## src/rtl/pipeline_stall_controller.sv

```systemverilog
// pipeline_stall_controller
// Stall / bubble / flush sequencing for the 5-stage MIPS pipeline. Merges the
// ID-stage load-use check, an ID-stage taken branch and multi-cycle MEM-stage
// data accesses into PC, IF/ID, ID/EX-select and whole-pipe freeze controls.
// Optional feature: define STALL_COUNTER_EN to add the saturating stall_count
// output and its register.
//
// state | meaning
// ------+--------------------------------------------------------------
// RUN   | normal flow; a multi-cycle memory access freezes and leaves RUN
// WAIT  | memory access still busy; pipe held, wcnt counts down to 1
// DONE  | last cycle of the access; pipe moves, access input ignored

module pipeline_stall_controller #(
  parameter int MEM_LAT = 2,
  parameter int CNT_W   = 16
) (
  input  logic             clk,
  input  logic             rst,
  input  logic             IDEX_mem_read,
  input  logic [4:0]       IDEX_Rt,
  input  logic [4:0]       IFID_Rs,
  input  logic [4:0]       IFID_Rt,
  input  logic             EXMEM_mem_access,
  input  logic             branch_taken,
  output logic             pc_load,
  output logic             IFID_Ld,
  output logic             IFID_flush,
  output logic             sel_signal,
  output logic             pipe_freeze
`ifdef STALL_COUNTER_EN
  ,
  output logic [CNT_W-1:0] stall_count
`endif
);

  localparam logic [1:0] ST_RUN  = 2'd0;
  localparam logic [1:0] ST_WAIT = 2'd1;
  localparam logic [1:0] ST_DONE = 2'd2;

  localparam bit MULTI_CYCLE = (MEM_LAT > 1);
  localparam bit NEEDS_WAIT  = (MEM_LAT > 2);
  localparam logic [3:0] WAIT_LOAD = 4'(MEM_LAT - 2);

  // Reject illegal parameter values at elaboration time.
  if (MEM_LAT < 1 || MEM_LAT > 15 || CNT_W < 1) begin : g_bad_param
    $error("pipeline_stall_controller: MEM_LAT must be 1..15 and CNT_W >= 1");
  end

  logic [1:0] state_q, state_d;
  logic [3:0] wcnt_q, wcnt_d;
  logic       freeze;
  logic       load_use;

  // Hazard conditions; register 0 deliberately gets no special treatment.
  always_comb begin
    freeze   = ((state_q == ST_RUN) && EXMEM_mem_access && MULTI_CYCLE) ||
               (state_q == ST_WAIT);
    load_use = IDEX_mem_read && ((IDEX_Rt == IFID_Rs) || (IDEX_Rt == IFID_Rt));
  end

  // Mealy outputs with priority freeze > load-use > branch; reset forces all low.
  always_comb begin
    pc_load     = 1'b1;
    IFID_Ld     = 1'b1;
    IFID_flush  = 1'b0;
    sel_signal  = 1'b1;
    pipe_freeze = 1'b0;
    if (rst) begin
      pc_load    = 1'b0;
      IFID_Ld    = 1'b0;
      sel_signal = 1'b0;
    end else if (freeze) begin
      pc_load     = 1'b0;
      IFID_Ld     = 1'b0;
      pipe_freeze = 1'b1;
    end else if (load_use) begin
      pc_load    = 1'b0;
      IFID_Ld    = 1'b0;
      sel_signal = 1'b0;
    end else if (branch_taken) begin
      IFID_flush = 1'b1;
    end
  end

  // Next-state and memory-latency down-counter.
  always_comb begin
    state_d = state_q;
    wcnt_d  = wcnt_q;
    case (state_q)
      ST_RUN: begin
        if (EXMEM_mem_access && MULTI_CYCLE) begin
          if (NEEDS_WAIT) begin
            state_d = ST_WAIT;
            wcnt_d  = WAIT_LOAD;
          end else begin
            state_d = ST_DONE;
          end
        end
      end
      ST_WAIT: begin
        if (wcnt_q == 4'd1) begin
          state_d = ST_DONE;
        end else begin
          wcnt_d = wcnt_q - 4'd1;
        end
      end
      ST_DONE: state_d = ST_RUN;
      default: state_d = ST_RUN;
    endcase
  end

  // FSM and counter registers.
  always_ff @(posedge clk or posedge rst) begin
    if (rst) begin
      state_q <= ST_RUN;
      wcnt_q  <= 4'd0;
    end else begin
      state_q <= state_d;
      wcnt_q  <= wcnt_d;
    end
  end

`ifdef STALL_COUNTER_EN
  logic [CNT_W-1:0] stall_count_q, stall_count_d;

  // Saturating count of cycles in which the PC is held.
  always_comb begin
    stall_count_d = stall_count_q;
    if (!pc_load && (stall_count_q != {CNT_W{1'b1}})) begin
      stall_count_d = stall_count_q + 1'b1;
    end
  end

  // Stall counter register.
  always_ff @(posedge clk or posedge rst) begin
    if (rst) begin
      stall_count_q <= '0;
    end else begin
      stall_count_q <= stall_count_d;
    end
  end

  assign stall_count = stall_count_q;
`endif

endmodule

```

## config.mk

```make
export PLATFORM = sky130hd
export DESIGN_NAME = pipeline_stall_controller
export DESIGN_NICKNAME = d
export VERILOG_FILES = /design/src/rtl/pipeline_stall_controller.sv
export SDC_FILE = /design/constraint.sdc
export NUM_CORES = 1
export LEC_CHECK = 0
export ABC_AREA = 1
export CORE_AREA = 2 2 39 41
export CTS_CLUSTER_DIAMETER = 200
export DETAILED_ROUTE_END_ITERATION = 16
export DIE_AREA = 0 0 41 43
export SLEW_MARGIN = 20
export SYNTH_ARGS = -nofsm -noshare
export SYNTH_HDL_FRONTEND = slang
export SYNTH_SLANG_ARGS = --single-unit
```

## constraint.sdc

```tcl
create_clock -name clk -period 1.2 [get_ports clk]
set_input_delay 0.18 -clock clk [delete_from_list [all_inputs] [get_ports clk]]
set_output_delay 0.18 -clock clk [all_outputs]
set_load 0.05 [all_outputs]
```

Word-level counts from Yosys, hierarchy flattened
Index checks and enable logic that the tools add are counted.
{ "word_totals": {"mem_count": 0, "latchBits": 0, "output_inout_bits": 5, "inputBits": 20, "mem_bits_rw": 0, "regBits": 6, "romBits": 0} }
{ "op_classes": {"shifts": 0, "add_sub_neg": 1, "n_lt_le_gt_ge": 0, "eq_ne": 6, "reduce_logical": 7, "mul": 0, "mux": 14, "bitwise": 1, "n_div": 0} }
{ "op_table": {"columns": ["operator", "count"], "rows": [
  ["1-bit two-way mux", 11],
  ["5-bit equality test", 2],
  ["4-bit by 1-bit equality test with 1-bit output, second input constant", 1],
  ["2-bit two-way mux", 2],
  ["2-bit one-hot mux with 2 select lines", 1],
  ["2-bit AND reduction", 2],
  ["4-bit by 1-bit subtractor with 4-bit output, second input constant", 1],
  ["2-bit by 1-bit equality test with 1-bit output, second input constant", 1],
  ["1-bit logical AND", 2],
  ["2-bit logical NOT", 1],
  ["1-bit logical OR", 2],
  ["2-bit by 1-bit != test with 1-bit output, second input constant", 1],
  ["2-bit != test, second input constant", 1],
  ["1-bit inverter", 1]
]} }

Logic depth before layout (Yosys ltp)
Gate-level depths: netlist (run 1).
{ "depth": {"word_depth": 6, "depth_mapped": 10} }

Worst setup path before layout (run 1)
Ideal clock, no wire load.
{ "synth_path": {"path_kind": "register to output", "startpoint": "reg state_q[1]", "endpoint": "out sel_signal", "slack_ns": -0.658, "arrival_ns": 1.678, "required_ns": 1.020, "stages_incl_launch_ff": 6, "path_cell_list": "dfrtp_1 nor2_1 inv_1 nor2_1 inv_1 nand2_1"} }
{ "synth_between": {"elab_chain_cells": 5, "word_cells_on_any_way": 6, "classes_between": "eq/ne: 1; mux: 2; reduce/logical: 3"} }
{ "synth_lines": {"columns": ["item", "line", "source"], "rows": [
  ["from (decl)", "50", "logic [1:0] state_q, state_d;"],
  ["from (signal assigned)", "119", "state_q <= state_d;"],
  ["2-bit logical NOT", "57", "freeze = ((state_q == ST_RUN) && EXMEM_mem_access && MULTI_CYCLE) ||"],
  ["1-bit logical AND", "57", null],
  ["1-bit logical OR *", "57", null],
  ["1-bit two-way mux *", "73", "end else if (freeze) begin"],
  ["1-bit two-way mux *", "69", "if (rst) begin"],
  ["to (decl)", "29", "output logic sel_signal,"]
]} }
Mark *: on every way between the ends. The rest lies on a longest branch, timed or not.

Worst setup path after layout (run 1)
{ "layout_path": {"startpoint": "in IDEX_mem_read", "endpoint": "out IFID_Ld"} }
{ "layout_between": {"elab_chain_cells": 4} }
{ "layout_lines": {"columns": ["item", "line", "source"], "rows": [
  ["from (decl)", "20", "input logic IDEX_mem_read,"],
  ["1-bit logical AND", "59", "load_use = IDEX_mem_read && ((IDEX_Rt == IFID_Rs) || (IDEX_Rt == IFID_Rt));"],
  ["1-bit two-way mux", "77", "end else if (load_use) begin"],
  ["1-bit two-way mux", "73", null],
  ["1-bit two-way mux", "69", null],
  ["to (decl)", "27", "output logic IFID_Ld,"]
]} }
Every way passes these cells.

==> results of run 1 <==
==> metrics by stage <==
stage | instances | worst slack (ps) | utilization (%)
finish | 104 | -67.33 | 46.75
global route | 104 | -170.8 | 46.75
CTS | 104 | -121.5 | 44.30
detailed placement | 104 | -569.8 | 43.49
global placement | 104 | -557.4 | 43.49
floorplan | 62 | -145.3 | -
==> layout make-up <==
class	instances	area (um2)	area share, %
Sequential cell	1	25.02	3.868
Timing Repair Buffer	27	300.3	46.42
Multi-Input combinational cell	41	226.5	35.01
Inverter	19	75.07	11.61
Tap cell	16	20.02	3.095
==> kinds of logic after synthesis <==
group         count (synthesis)  synth area share [%]
simple gates                 39                 55.10
buf+inv                      20                 29.17
xor+xnor                      2                 6.483
flops                         1                 9.258
==> synthesized netlist by cell type, drive strengths merged <==
| cell | n | area [um2] |
|---|---|---|
| xnor2 | 2 | 17.52 |
| buf | 1 | 7.510 |
| nand2 | 27 | 101.4 |
| nor2 | 10 | 37.54 |
| inv | 19 | 71.32 |
| dfrtp | 1 | 25.02 |
| nand3 | 2 | 10.01 |
==> worst min-delay path by stage <==
stage | depth (start not counted) | from | end
4_1_cts | 3 | rst | state_q[1]
6_report | 3 | rst | state_q[1]
2_1_floorplan | 1 | rst | state_q[1]
5_1_grt | 3 | rst | state_q[1]
3_3_place_gp | 1 | state_q[1] | state_q[1]
3_5_place_dp | 1 | state_q[1] | state_q[1]
==> critical path, stage by stage <==
cell and delay [ps]:
sky130_fd_sc_hd__clkdlybuf4s50_1 470, sky130_fd_sc_hd__nand2_2 70, sky130_fd_sc_hd__nand2_4 80, sky130_fd_sc_hd__clkinvlp_4 120
sky130_fd_sc_hd__buf_8 170
==> routing by layer <==
metal	wire length, um	part of all wire, %	vias to the layer above	GRT usage [%]
li1	-	-	221	-
met1	264	39	171	10.86
met2	376	55	11	15.00
met3	43	6.3	0	0
met4	0	0	0	0
met5	0	0	-	0
==> what timing repair did <==
item / 4_1_cts / 5_1_grt
gates cloned: 0 / 0
endpoints found under the setup margin: 5 / 4
pin swaps: 30 / 16
gates resized for setup: 79 / 17
==> power groups by stage <==
stage / sequential [uW] / clock, uW / combinational (uW)
finish: 37.5 / 0 / 259
global route: 37.6 / 0 / 280
floorplan: 37.0 / 0 / 113
CTS: 37.6 / 0 / 245
detailed placement: 37.1 / 0 / 238
global placement: 37.1 / 0 / 236
==> results.yml, run 1 <==
synth:
  synth-seq-area-share_pct: 9.259
  synthesis.instances: 62
  syn_area_per_cell_um2: 4.359
  syn-cell-area_um2: 270.3
  synth_fp_nets: 82
  synth.lib_cells_used.distinct: 7
  ys_ff_latch: 1
  yosys_warnings: 0
grt:
  number_of_antenna_violations_at_the_first_check_in_global_routing: 0
  grt_pass1_vias: 324
  grt_max_degree: 5
  overflow: 0
  grt_first_pass_wirelength_mm: 1.083
  track_usage_pct: 8.216
final_layout:
  finish.instance_area_um2: 646.9
  largest_register_ff_count: 1
  layout_stage_area_growth_over_the_synthesis_result_pct: 139.4
  mostFrequentLayoutCells: "sky130_fd_sc_hd__nand2_1 (22), sky130_fd_sc_hd__inv_1 (10), sky130_fd_sc_hd__inv_2 (8), sky130_fd_sc_hd__buf_6 (8)"
  filler_cell_count: 160
  final_common_cell: "sky130_fd_sc_hd__nand2_1"
  drive_gt1_share_pct: 52.27
  nets: 110
  largest-register: "state_q"
  largest_registers: "state_q x1"
  n_antenna_cell: 0
floorplanning:
  die-width_um: 41
  row_count: 14
  floorplan.initialDensity_pct: 19.53
  die-area_mm2: 0.001763
  fp.dieH_um: 43
  io_pins: 25
  core_mm2: 0.001384
sta:
  setup_tns_ps: -169.9
  slew-limit-headroom_pct: 86.38
  final.setup_skew_ps: 0
  fin_crit_ps: 1267
  grt_setup_unrepaired: "true"
  setup_violations: 3
  clock.fmax_mhz: 789.1
  worst_pin_slew_ps: 203.6
  final_hold_fails: 0
  final_min_period_over_clock_period_pct: 105.6
  timing_max_transition_violations_final: 0
  final_worst_hold_slack_ps: 300.3
  layout_setup_ws_ps: -67.33
routing:
  detailedRoute.firstPassIterationCount: 2
  route.detailed.wl_per_inst_um: 6.577
  postRouteAntennaNets: 0
  drcViolationCount: 0
  drt_wl_total_um: 684
  via_per_inst: 3.875
  initialDrtViolationCount: 1
  dr_total_vias: 403
worst_setup_path:
  worst_setup_path_endpoint: "IFID_Ld"
  worst-r2r-cell-count: 1
  worstPathRequired_ps: 1020
  worst_setup_path_end_kind: "output port"
  setup.worst_path.start: "IDEX_mem_read"
  path_class: "input port to output port"
  critical_path_arrival_ps: 1090
  timing.critical_path.from_type: "input port"
  reg2reg_setup_slack_ps: 650
  worstReg2RegEnd: "state_q[1]"
  rr_startpoint: "state_q[1]"
  worst-path-max-fanout: 2
status:
  outcome: "finished with violations"
  violations: "setup timing"
power_and_ir_drop:
  combPwrFrac_pct: 87.3
  ir_worst_vdd_mv: 0.1736
  net-switching-power_uw: 123.8
  power.total_uw: 296.1
  power.density_cell_area_mw_per_mm2: 457.8
  power.static_leakage_uw: 0.0003770
  power.sequential.fraction_pct: 12.7
  power_report.internal_total_uw: 172.3
  power.share.clock_pct: 0
  swShare_pct: 41.81
cts:
  worstSkewPairLatency_ps: 0
  post-cts-setup-buffers: 0
  cts-hold-fix-buffers: 0
  clk_transition_reported_paths_ps: 0
placement:
  place.port_buffers: 24
  detailedPlacementHpwl_um: 628.8
  placed_cell_area_um2: 601.8
  gp_routability_congestion: 0.6547
run:
  max-cap-violations: 0
min_path:
  worstHoldPathType: "input port to asynchronous set/reset pin"
Note: power is estimated with default switching activity, not from simulation.
==> inputs of run 2 (changes only) <==
- CTS_BUF_LIST: unset -> sky130_fd_sc_hd__clkbuf_16
==> results of run 2 <==
Final layout, timing and power as in run 1 (identical DEF).
